[src/rtl/rf_access_ctrl.sv]
// Sequencer between a requester and the BR register file: read, optional write, response.
// Define RF_ZERO_GUARD_EN to make register 0 read as zero and ignore writes to it.
module rf_access_ctrl (
  input  logic        clk,
  input  logic        rst_n,
  input  logic        req_valid,
  output logic        req_ready,
  input  logic [4:0]  req_rs,
  input  logic [4:0]  req_rt,
  input  logic [4:0]  req_rd,
  input  logic        req_we,
  input  logic [31:0] req_wdata,
  output logic        rsp_valid,
  input  logic        rsp_ready,
  output logic [31:0] rsp_a,
  output logic [31:0] rsp_b,
  output logic [4:0]  rf_adrsReadA,
  output logic [4:0]  rf_adrsReadB,
  output logic [4:0]  rf_adrsWrite,
  output logic        rf_RegEn,
  output logic [31:0] rf_write,
  input  logic [31:0] rf_readA,
  input  logic [31:0] rf_readB,
  output logic [15:0] wr_count
);

  typedef enum logic [1:0] {
    IDLE,
    READ,
    WRITE,
    RESP
  } state_t;

`ifdef RF_ZERO_GUARD_EN
  localparam bit ZG = 1'b1;
`else
  localparam bit ZG = 1'b0;
`endif

  state_t state;
  logic   we_q;
  logic   wr_en;
  logic   zero_a;
  logic   zero_b;

  assign wr_en  = we_q && !(ZG && rf_adrsWrite == 5'd0);
  assign zero_a = ZG && rf_adrsReadA == 5'd0;
  assign zero_b = ZG && rf_adrsReadB == 5'd0;

  always_ff @(posedge clk or negedge rst_n) begin
    if (!rst_n) begin
      state        <= IDLE;
      req_ready    <= 1'b0;
      rsp_valid    <= 1'b0;
      rsp_a        <= '0;
      rsp_b        <= '0;
      rf_adrsReadA <= '0;
      rf_adrsReadB <= '0;
      rf_adrsWrite <= '0;
      rf_RegEn     <= 1'b0;
      rf_write     <= '0;
      we_q         <= 1'b0;
      wr_count     <= '0;
    end else begin
      if (rf_RegEn && wr_count != 16'hFFFF)
        wr_count <= wr_count + 16'd1;
      unique case (state)
        IDLE: begin
          req_ready <= 1'b1;
          if (req_valid && req_ready) begin
            rf_adrsReadA <= req_rs;
            rf_adrsReadB <= req_rt;
            rf_adrsWrite <= req_rd;
            rf_write     <= req_wdata;
            we_q         <= req_we;
            req_ready    <= 1'b0;
            state        <= READ;
          end
        end
        READ: begin
          // Capture happens before any write, so operands are pre-write values.
          rsp_a <= zero_a ? 32'd0 : rf_readA;
          rsp_b <= zero_b ? 32'd0 : rf_readB;
          if (we_q) begin
            rf_RegEn <= wr_en;
            state    <= WRITE;
          end else begin
            rsp_valid <= 1'b1;
            state     <= RESP;
          end
        end
        WRITE: begin
          rf_RegEn  <= 1'b0;
          rsp_valid <= 1'b1;
          state     <= RESP;
        end
        RESP: begin
          if (rsp_ready) begin
            rsp_valid <= 1'b0;
            req_ready <= 1'b1;
            state     <= IDLE;
          end
        end
        default: state <= IDLE;
      endcase
    end
  end

endmodule

[config.mk]
export PLATFORM = sky130hd
export DESIGN_NAME = rf_access_ctrl
export DESIGN_NICKNAME = d
export VERILOG_FILES = /design/src/rtl/rf_access_ctrl.sv
export SDC_FILE = /design/constraint.sdc
export NUM_CORES = 1
export LEC_CHECK = 0
export CAP_MARGIN = 30
export CORE_ASPECT_RATIO = 1.25
export CORE_MARGIN = 2
export CORE_UTILIZATION = 30
export DETAILED_ROUTE_END_ITERATION = 8
export PLACE_DENSITY = 0.6
export SLEW_MARGIN = 25
export SYNTH_ARGS = -nofsm -noshare
export SYNTH_HDL_FRONTEND = slang
export SYNTH_SLANG_ARGS = --single-unit
[constraint.sdc]
create_clock -name clk -period 2.4 [get_ports clk]
set_input_delay 0.48 -clock clk [delete_from_list [all_inputs] [get_ports clk]]
set_output_delay 0.48 -clock clk [all_outputs]
set_load 0.05 [all_outputs]
# Word level (Yosys, flattened, before mapping)
# Cells that the tools add are included.
[op_classes] eq_ne=8 reduce_logical=11 mux=12 addsub=1
[op_table] operator="16-bit by 1-bit adder with 16-bit output (second input constant)" n=1
[op_table] operator="16-bit != test (second input constant)" n=1
[op_table] operator="2-bit != test (second input constant)" n=4
[op_table] operator="2-bit case mux with 4 select lines" n=1
[op_table] operator="2-bit AND reduction" n=4
[op_table] operator="1-bit two-way mux" n=6
[op_table] operator="2-bit == test (second input constant)" n=2
[op_table] operator="2-bit two-way mux" n=2
[op_table] operator="1-bit case mux with 2 select lines" n=2
[op_table] operator="2-bit nonzero test" n=2
[op_table] operator="1-bit case mux with 3 select lines" n=1
[op_table] operator="3-bit AND reduction" n=1
[op_table] operator="3-bit nonzero test" n=1
[op_table] operator="2-bit by 1-bit == test with 1-bit output (second input constant)" n=1
[op_table] operator="1-bit logical AND" n=2
[op_table] operator="2-bit logical NOT" n=1
[word_totals] output_inout_bits=130 reg_bits=133 elab_cells=44

# Logic depth before layout (Yosys ltp)
# Gate-level depths: netlist (run 1).
[depth] word_depth=3 depth_mapped=7

# Worst setup path before layout (run 1)
# No wires, ideal clock.
[synth_path] path_kind="reg-to-reg" from="register wr_count[2]" to="register wr_count[1]" setup_ps=128 arrival_time_ps=1963 stages_incl_launch_ff=6 slack_ps=310 synth_period_minus_slack_ps=2090 path_cell_list="dfrtp_1 -> buf_4 -> nand4_2 -> nor4_4 -> nand2b_1 -> mux2_1"
[synth_via] elab_chain_len=2
[synth_rtl] element="start, declared" line_no="24" text="output logic [15:0] wr_count"
[synth_rtl] element="start signal, assigned" line_no="66" text="wr_count <= wr_count + 16'd1;"
[synth_rtl] element="16-bit != test" line_no="65" text="if (rf_RegEn && wr_count != 16'hFFFF)"
[synth_rtl] element="1-bit logical AND" line_no="65"
# No other way between the ends.
# A chain may end at the register's enable or synchronous reset.

# Worst setup path in the final report (run 1)
[layout_path] from="register wr_count[2]" to="output wr_count[2]"
# No word-level cell between the ends.

==> impl_metrics.csv, run 1 <==
group,metric,value,unit
logic_synthesis,synth-edff-count,0,
logic_synthesis,synth_nets,466,
timing,finalHoldViolCount,0,
placement,place_area,0.00803,mm²
logic_synthesis,synthCells,344,
clock_network,cts_tree,"built",
timing,tightest_slew,0.564,ns
floorplanning,core,0.0174,mm²
clock_network,ctsResizeCount,0,
run_status,status,"finished, final reports clean",
drt,avgRoutedWirePerCell,16.3,µm
critical_path,cp.arrival,1.84,ns
critical_path,max_stage_delay,0.88,ns
drt,vias,3822,
logic_synthesis,synth_seq_cells,133,
floorplanning,dieArea,0.0186,mm²
placement,hpwl,10.1,mm
power,ir_worst_vdd,0.802,mV
critical_path,path_buf_inv,1,
clock_network,htree_levels,4,
finish,fill_cells,1524,
critical_path,crit_type,"reg2out",
power,p_per_area,1730,mW/mm²
finish,stdcell_area,0.00870,mm²
timing,fin_worst_skew,0.00511,ns
floorplanning,ios,246,
drt,antenna_left,0,
critical_path,cp_max_fo,11,
clock_network,numCtsBuffers,17,
clock_network,worstSkewPairLatency,0.41,ns
logic_synthesis,async_flop_share,1.00,
global_routing,grt_pass1_vias,4115,
logic_synthesis,avgSynthCellArea,15.3,µm²
floorplanning,die_h,152,µm
timing,grt_setup_unrepaired,"false",
finish,syn_to_final_growth,65.1,%
critical_path,r2r_cells,4,
finish,nets,725,
finish,multi_input_comb_area,0.00187,mm²
global_routing,grt_first_pass_wirelength,21.3,mm
global_routing,grt_max_degree,52,
timing,fin_setup_tns,0,ns
clock_network,clock-sinks,133,
clock_network,clk_pin_slew,0.06,ns
placement,gp_congestion,0.769,
drt,wl,13.7,mm
placement,io_buffers,245,
timing,slew_violations,0,
power,p_leak,3.65,nW
critical_path,crit_chain,"clkdlybuf4s50_1",
flow_run,maxCapViolations,0,
critical_path,end_kind,"output pin",
drt,drc,0,
finish,drive_gt1_frac,0.265,
finish,layout_common_cells,"244 x clkdlybuf4s50_1, 133 x dfrtp_1, 114 x mux2_2, 17 x clkbuf_16, 13 x nand2_1",
finish,num_antenna_cells,0,
floorplanning,die_x,123,µm
finish,finalNonFillerCells,840,
critical_path,worstPathRequired,1.92,ns
timing,min_period_over_period,0.965,
logic_synthesis,netlist_area,0.00527,mm²
power,fin_total_pwr,15.1,mW
logic_synthesis,synth-main-ff-cell,"dfrtp_1",
drt,drt_iter0_drc,119,
timing,slew_headroom,0.623,
critical_path,path_depth,1,
floorplanning,start_util,0.303,
clock_network,hold_buffers,0,
placement,place_inst,808,
global_routing,antenna_found_initial,0,
drt,drt-pass1-iter-count,4,
logic_synthesis,yosysSeqAreaShare,0.632,
timing,max_freq,432,MHz
clock_network,clockRootBuffer,"clkbuf_16",
global_routing,grt_overflow_total,0,
clock_network,clk_path_buf_depth,2,
floorplanning,fp-row-count,54,
global_routing,grt_use_total,0.150,
logic_synthesis,ys.warnings.count,0,
clock_network,cts_setup_buffers,0,
critical_path,crit_slowest_cell,"clkdlybuf4s50_1",
finish,regArea,0.00333,mm²
critical_path,cp-start-kind,"register",
drt,via_per_inst,4.55,
critical_path,cp_top_family,"buffers and inverters",
timing,setup_viol,0,
worst_hold_path,worstHoldPathType,"in2async",
finish,final_common_cell,"clkdlybuf4s50_1",
timing,period_minus_slack,2.32,ns
logic_synthesis,synth.distinct_cells,34,
Yosys cell counts, types with 2 or more instances:
master / n / share of area
nand4_1: 3 / 0.0036
dfrtp_1: 133 / 0.63
xor2_1: 9 / 0.015
nand3_1: 3 / 0.0028
buf_2: 7 / 0.0067
nor2b_1: 2 / 0.0024
nand2_1: 13 / 0.0093
a21oi_1: 4 / 0.0038
ha_1: 6 / 0.014
and3_1: 2 / 0.0024
nand2b_1: 2 / 0.0024
nor4_1: 6 / 0.0071
nor2_1: 3 / 0.0021
clkbuf_1: 2 / 0.0014
o21ai_0: 10 / 0.0095
mux2_2: 114 / 0.24
inv_1: 3 / 0.0021
buf_1: 3 / 0.0021
xnor2_1: 3 / 0.0050
nor3_1: 2 / 0.0019
final timing paths:
kind / endpoint / from / slack, ns
min reg2reg: rsp_a[16]$_DFFE_PN0N_ / rsp_a[16]$_DFFE_PN0N_ / 0.50
max in group asynchronous: rf_write[4]$_DFFE_PN0P_ / rst_n / 1.77
max reg2reg: wr_count[1]$_DFFE_PN0P_ / wr_count[2]$_DFFE_PN0P_ / 0.62
min in group clk: rsp_a[16]$_DFFE_PN0N_ / rsp_a[16]$_DFFE_PN0N_ / 0.50
max: wr_count[2] / wr_count[2]$_DFFE_PN0P_ / 0.08
min: rsp_a[31]$_DFFE_PN0N_ / rst_n / 0.01
kinds of logic (layout without fill, tap and decap cells):
logic type	count (synthesis)	in the layout	share of synthesized area
AOI/OAI and AO/OA	16	16	0.0164
xor gates and xnor gates	12	12	0.0200
adders and majority gates	6	6	0.0143
buffers and inverters	16	288	0.0138
DFF	133	133	0.632
muxes	115	115	0.246
and+or+nand+nor	46	46	0.0580
stage by stage:
step                hold slack, ns  utilization  setup slack [ns]
floorplan                    0.184            -             0.310
global placement             0.469        0.463             0.533
detailed placement           0.474        0.463             0.524
CTS                         0.0245        0.501            0.0742
global route                0.0354        0.501            0.0243
finish                      0.0149        0.501            0.0836
metal layers:
layer / GRT usage / wire, µm / up-vias
met5: 0 / 0 / -
met4: 0.0712 / 378 / 0
met3: 0.0606 / 1150 / 28
met2: 0.258 / 7110 / 158
met1: 0.156 / 5010 / 1886
li1: - / - / 1750
area by class of cell:
| class | count | area share |
|---|---|---|
| clock buffer | 20 | 0.0537 |
| clock inverter | 12 | 0.0229 |
| inverter | 3 | 0.00129 |
| multi-input combinational | 195 | 0.215 |
| sequential | 133 | 0.383 |
| tap | 224 | 0.0322 |
| timing repair buffer | 253 | 0.292 |
power by group:
group	switching, mW	internal, mW	total (mW)	leakage [nW]
Combinational	5.11	3.10	8.20	1.73
Sequential	0.639	3.33	3.97	1.59
Clock	0.972	1.93	2.90	0.326
sequential cells by signal (all words and copies together) (netlist names):
signal / count
rf_adrsReadB: 5
wr_count: 16
rf_write: 32
we_q: 1
rf_adrsReadA: 5
state: 2
rsp_b: 32
req_ready: 1
rf_adrsWrite: 5
rsp_valid: 1
rsp_a: 32
rf_RegEn: 1
(Power assumes the default switching activity.)
==> run 2: changes to the inputs <==
Settings changed: SETUP_SLACK_MARGIN set to 0.15, SKIP_CTS_REPAIR_TIMING set to 1.
==> run 2 against run 1 <==
Sequential power hardly changed. Critical endpoint is now wr_count[4]. Final cell count stayed put. Worst hold slack worse by 0.00056 ns. Die area stayed put. Largest power group unchanged. Highest routed layer unchanged.
==> impl_metrics.csv, run 2 (synthesis gave the netlist of run 1 again) <==
group,metric,value,unit
placement,place_area,0.00803,mm²
timing,fin_worst_skew,0.00508,ns
timing,max_freq,456,MHz
global_routing,grt_pass1_vias,4115,
timing,layout_setup_ws,0.207,ns
clock_network,numCtsBuffers,17,
drt,antenna_left,0,
critical_path,max_stage_delay,0.85,ns
global_routing,grt_first_pass_wirelength,21.3,mm
critical_path,worstPathRequired,1.92,ns
timing,slew_headroom,0.628,
drt,drt-pass1-iter-count,4,
floorplanning,fp-row-count,54,
global_routing,met2_usage,0.258,
placement,io_buffers,245,
timing,setup_viol,0,
placement,gp_congestion,0.769,
critical_path,cp-start-kind,"register",
critical_path,cp_top_family,"buffers and inverters",
finish,drive_gt1_frac,0.265,
power,fin_total_pwr,15.1,mW
global_routing,use_met3,0.0606,
timing,min_period_over_period,0.914,
flow_run,maxCapViolations,0,
global_routing,gr-max-usage-layer,"met2",
finish,num_antenna_cells,0,
global_routing,antenna_found_initial,0,
finish,final_common_cell,"clkdlybuf4s50_1",
floorplanning,core,0.0174,mm²
critical_path,end_kind,"output pin",
critical_path,reg2reg_slack,0.63,ns
finish,finalNonFillerCells,840,
finish,fill_cells,1531,
critical_path,startpoint,"wr_count[4]$_DFFE_PN0P_",
global_routing,grt_overflow_total,0,
global_routing,grt_max_degree,52,
timing,period_minus_slack,2.19,ns
floorplanning,ios,246,
critical_path,r2r_cells,4,
floorplanning,die_x,123,µm
floorplanning,dieArea,0.0186,mm²
drt,wl,13.6,mm
drt,drt_iter0_drc,141,
clock_network,clockRootBuffer,"clkbuf_16",
floorplanning,start_util,0.303,
critical_path,crit_slowest_cell,"clkdlybuf4s50_1",
placement,dp_slack,0.524,ns
clock_network,worstSkewPairLatency,0.41,ns
finish,fin_util,0.502,
finish,reg_top3,"rf_write x32, rsp_a x32, rsp_b x32",
placement,place_inst,808,
finish,syn_to_final_growth,65.6,%
drt,avgRoutedWirePerCell,16.2,µm
timing,whs,0.0144,ns
run_status,status,"finished, final reports clean",
critical_path,crit_type,"reg2out",
critical_path,cp_max_fo,5,
critical_path,crit_chain,"clkdlybuf4s50_1",
timing,fin_setup_tns,0,ns
timing,grt_setup_unrepaired,"false",
clock_network,clock-sinks,133,
floorplanning,die_h,152,µm
clock_network,clk_pin_slew,0.06,ns
critical_path,r2r-end,"wr_count[1]$_DFFE_PN0P_",
drt,via_per_inst,4.53,
critical_path,r2r_start,"wr_count[2]$_DFFE_PN0P_",
timing,finalHoldViolCount,0,
clock_network,cts_tree,"built",
placement,hpwl,10.1,mm
global_routing,grt_use_total,0.150,
finish,nets,725,
clock_network,clk_path_buf_depth,2,
finish,stdcell_area,0.00872,mm²
clock_network,htree_levels,4,
critical_path,path_buf_inv,1,
drt,vias,3807,
power,p_per_area,1730,mW/mm²
power,p_leak,3.78,nW
global_routing,globalRouteMet1Util,0.156,
power,ir_worst_vdd,0.802,mV
finish,layout_common_cells,"235 x clkdlybuf4s50_1, 133 x dfrtp_1, 114 x mux2_2, 17 x clkbuf_16, 13 x nand2_1",
critical_path,cp.arrival,1.71,ns
timing,slew_violations,0,
timing,tightest_slew,0.557,ns
drt,drc,0,
worst_hold_path,worstHoldPathType,"in2async",
[run 2: changes by cell type in the layout (fill, tap and decap cells not counted)]
| cell | delta |
|---|---|
| dlymetal6s2s_1 | +9 |
| clkdlybuf4s50_1 | -9 |
[run 2: where the power goes]
part | total, mW | switching [mW] | internal, mW
Combinational | 8.20 | 5.10 | 3.09
Clock | 2.90 | 0.972 | 1.93
Sequential | 3.97 | 0.637 | 3.33
Total | 15.1 | 6.71 | 8.35
[run 2: cell type report]
class | instances | area (µm²) | area share
clock buffer | 20 | 467 | 0.0535
timing repair buffer | 253 | 2560 | 0.294
inverter | 3 | 11.3 | 0.00129
tap | 224 | 280 | 0.0321
multi-input combinational | 195 | 1870 | 0.215
sequential | 133 | 3330 | 0.382
clock inverter | 12 | 199 | 0.0228
[run 2: worst max-delay path by stage]
| stage | slack (ns) | cells after the start | end |
|---|---|---|---|
| floorplan | 0.31 | 5 | wr_count[1]$_DFFE_PN0P_ |
| global placement | 0.53 | 1 | wr_count[2] |
| detailed placement | 0.52 | 1 | wr_count[2] |
| CTS | 0.07 | 1 | wr_count[2] |
| global route | 0.15 | 1 | req_ready |
| finish | 0.21 | 1 | wr_count[4] |
[run 2: per-layer routing]
layer | wire, µm | vias up
met4 | 378 | 0
met2 | 7100 | 155
met3 | 1160 | 28
li1 | - | 1748
met5 | 0 | -
met1 | 4990 | 1876
==> run 3: changes to the inputs <==
Clock period 2.4 ns to 2.3 ns, I/O delays scaled along.
==> run 3 against run 2 <==
Worst hold slack better by 0.49 ns. Combinational power rose by 4.6%. Sequential share of layout area rose by 0.29 points. Setup slack gained 0.032 ns.
==> impl_metrics.csv, run 3 (synthesis gave the netlist of run 1 again) <==
group,metric,value,unit
timing,min_period_over_period,0.896,
global_routing,antenna_found_initial,0,
worst_hold_path,min_to,"rf_write[25]$_DFFE_PN0P_",
floorplanning,dieArea,0.0186,mm²
power,p_per_area,1760,mW/mm²
global_routing,grt_use_total,0.151,
global_routing,grt_max_degree,66,
flow_run,maxCapViolations,0,
timing,setup_viol,0,
global_routing,grt_first_pass_wirelength,21.5,mm
clock_network,worstSkewPairLatency,0.41,ns
critical_path,r2r_start,"wr_count[2]$_DFFE_PN0P_",
finish,reg_top3,"rf_write x32, rsp_a x32, rsp_b x32",
worst_hold_path,worstHoldPathType,"reg2reg",
placement,gp_congestion,0.759,
power,fin_total_pwr,15.3,mW
timing,period_minus_slack,2.06,ns
clock_network,clockRootBuffer,"clkbuf_16",
timing,slew_headroom,0.629,
floorplanning,start_util,0.303,
timing,max_freq,485,MHz
clock_network,clock-sinks,133,
drt,vias,3789,
critical_path,end_kind,"output pin",
critical_path,crit_chain,"clkdlybuf4s50_1",
finish,fin_util,0.498,
clock_network,clk_path_buf_depth,2,
power,ir_worst_vdd,0.800,mV
power,p_leak,3.85,nW
placement,hpwl,9.96,mm
clock_network,cts_tree,"built",
floorplanning,ios,246,
finish,layout_common_cells,"227 x clkdlybuf4s50_1, 133 x dfrtp_1, 114 x mux2_2, 17 x clkbuf_16, 17 x dlymetal6s2s_1",
critical_path,worstPathRequired,1.84,ns
critical_path,cp-start-kind,"register",
finish,num_antenna_cells,0,
placement,io_buffers,245,
drt,wl,13.6,mm
critical_path,cp_top_family,"buffers and inverters",
clock_network,clk_pin_slew,0.06,ns
timing,fin_setup_tns,0,ns
critical_path,crit_type,"reg2out",
timing,grt_setup_unrepaired,"false",
drt,drc,0,
critical_path,path_buf_inv,1,
critical_path,max_stage_delay,0.82,ns
critical_path,reg2reg_slack,0.54,ns
timing,tightest_slew,0.555,ns
finish,drive_gt1_frac,0.262,
critical_path,r2r_cells,4,
floorplanning,die_h,152,µm
clock_network,htree_levels,4,
finish,final_common_cell,"clkdlybuf4s50_1",
critical_path,cp.arrival,1.60,ns
drt,via_per_inst,4.50,
timing,finalHoldViolCount,0,
drt,avgRoutedWirePerCell,16.1,µm
critical_path,crit_slowest_cell,"clkdlybuf4s50_1",
drt,antenna_left,0,
finish,nets,727,
floorplanning,die_x,123,µm
run_status,status,"finished, final reports clean",
global_routing,grt_pass1_vias,4099,
critical_path,cp_max_fo,2,
timing,slew_violations,0,
drt,drt_iter0_drc,141,
critical_path,r2r-end,"wr_count[1]$_DFFE_PN0P_",
timing,fin_worst_skew,0.00690,ns
floorplanning,core,0.0174,mm²
floorplanning,fp-row-count,54,
clock_network,numCtsBuffers,17,
global_routing,grt_overflow_total,0,
drt,drt-pass1-iter-count,4,
worst_hold_path,min_from,"rf_write[25]$_DFFE_PN0P_",
worst_hold_path,hold_depth,1,
finish,syn_to_final_growth,64.3,%
run 3: power breakdown:
group	total (mW)	switching [mW]	internal, mW	leakage, nW
clock	2.56	1.02	1.55	0.266
sequential	4.12	0.644	3.48	1.59
combinational	8.58	5.33	3.26	1.99
total	15.3	6.99	8.28	3.85
run 3: cell type report:
cell class | instances | area [µm²]
fill | 1544 | 8710
sequential | 133 | 3330
timing repair buffer | 255 | 2600
multi-input combinational | 195 | 1870
clock buffer | 21 | 460
tap | 224 | 280
clock inverter | 11 | 101
inverter | 3 | 11.3
run 3: stage by stage:
stage | cell area [µm²] | hold slack (ns) | instances | setup WS (ns)
floorplan | 5270 | 0.164 | 344 | 0.210
global placement | 8040 | 0.412 | 809 | 0.459
detailed placement | 8040 | 0.422 | 809 | 0.444
CTS | 8600 | -0.0289 | 841 | -0.00646
global route | 8650 | 0.516 | 842 | 0.167
finish | 8650 | 0.502 | 842 | 0.239
run 3: worst max path at each step:
stage | cells after the start | slack (ns) | from | endpoint
6_report | 1 | 0.24 | rsp_b[2]$_DFFE_PN0N_ | rsp_b[2]
5_1_grt | 1 | 0.17 | rsp_b[2]$_DFFE_PN0N_ | rsp_b[2]
4_1_cts | 1 | -0.006 | wr_count[2]$_DFFE_PN0P_ | wr_count[2]
3_5_place_dp | 1 | 0.44 | wr_count[2]$_DFFE_PN0P_ | wr_count[2]
3_3_place_gp | 1 | 0.46 | wr_count[2]$_DFFE_PN0P_ | wr_count[2]
2_1_floorplan | 5 | 0.21 | wr_count[2]$_DFFE_PN0P_ | wr_count[1]$_DFFE_PN0P_
run 3: per-layer routing:
layer	routed length (µm)	global-route usage	vias to the layer above
li1	-	-	1749
met5	0	0	-
met4	313	0.0624	0
met2	7120	0.262	152
met1	5020	0.156	1866
met3	1110	0.0655	22
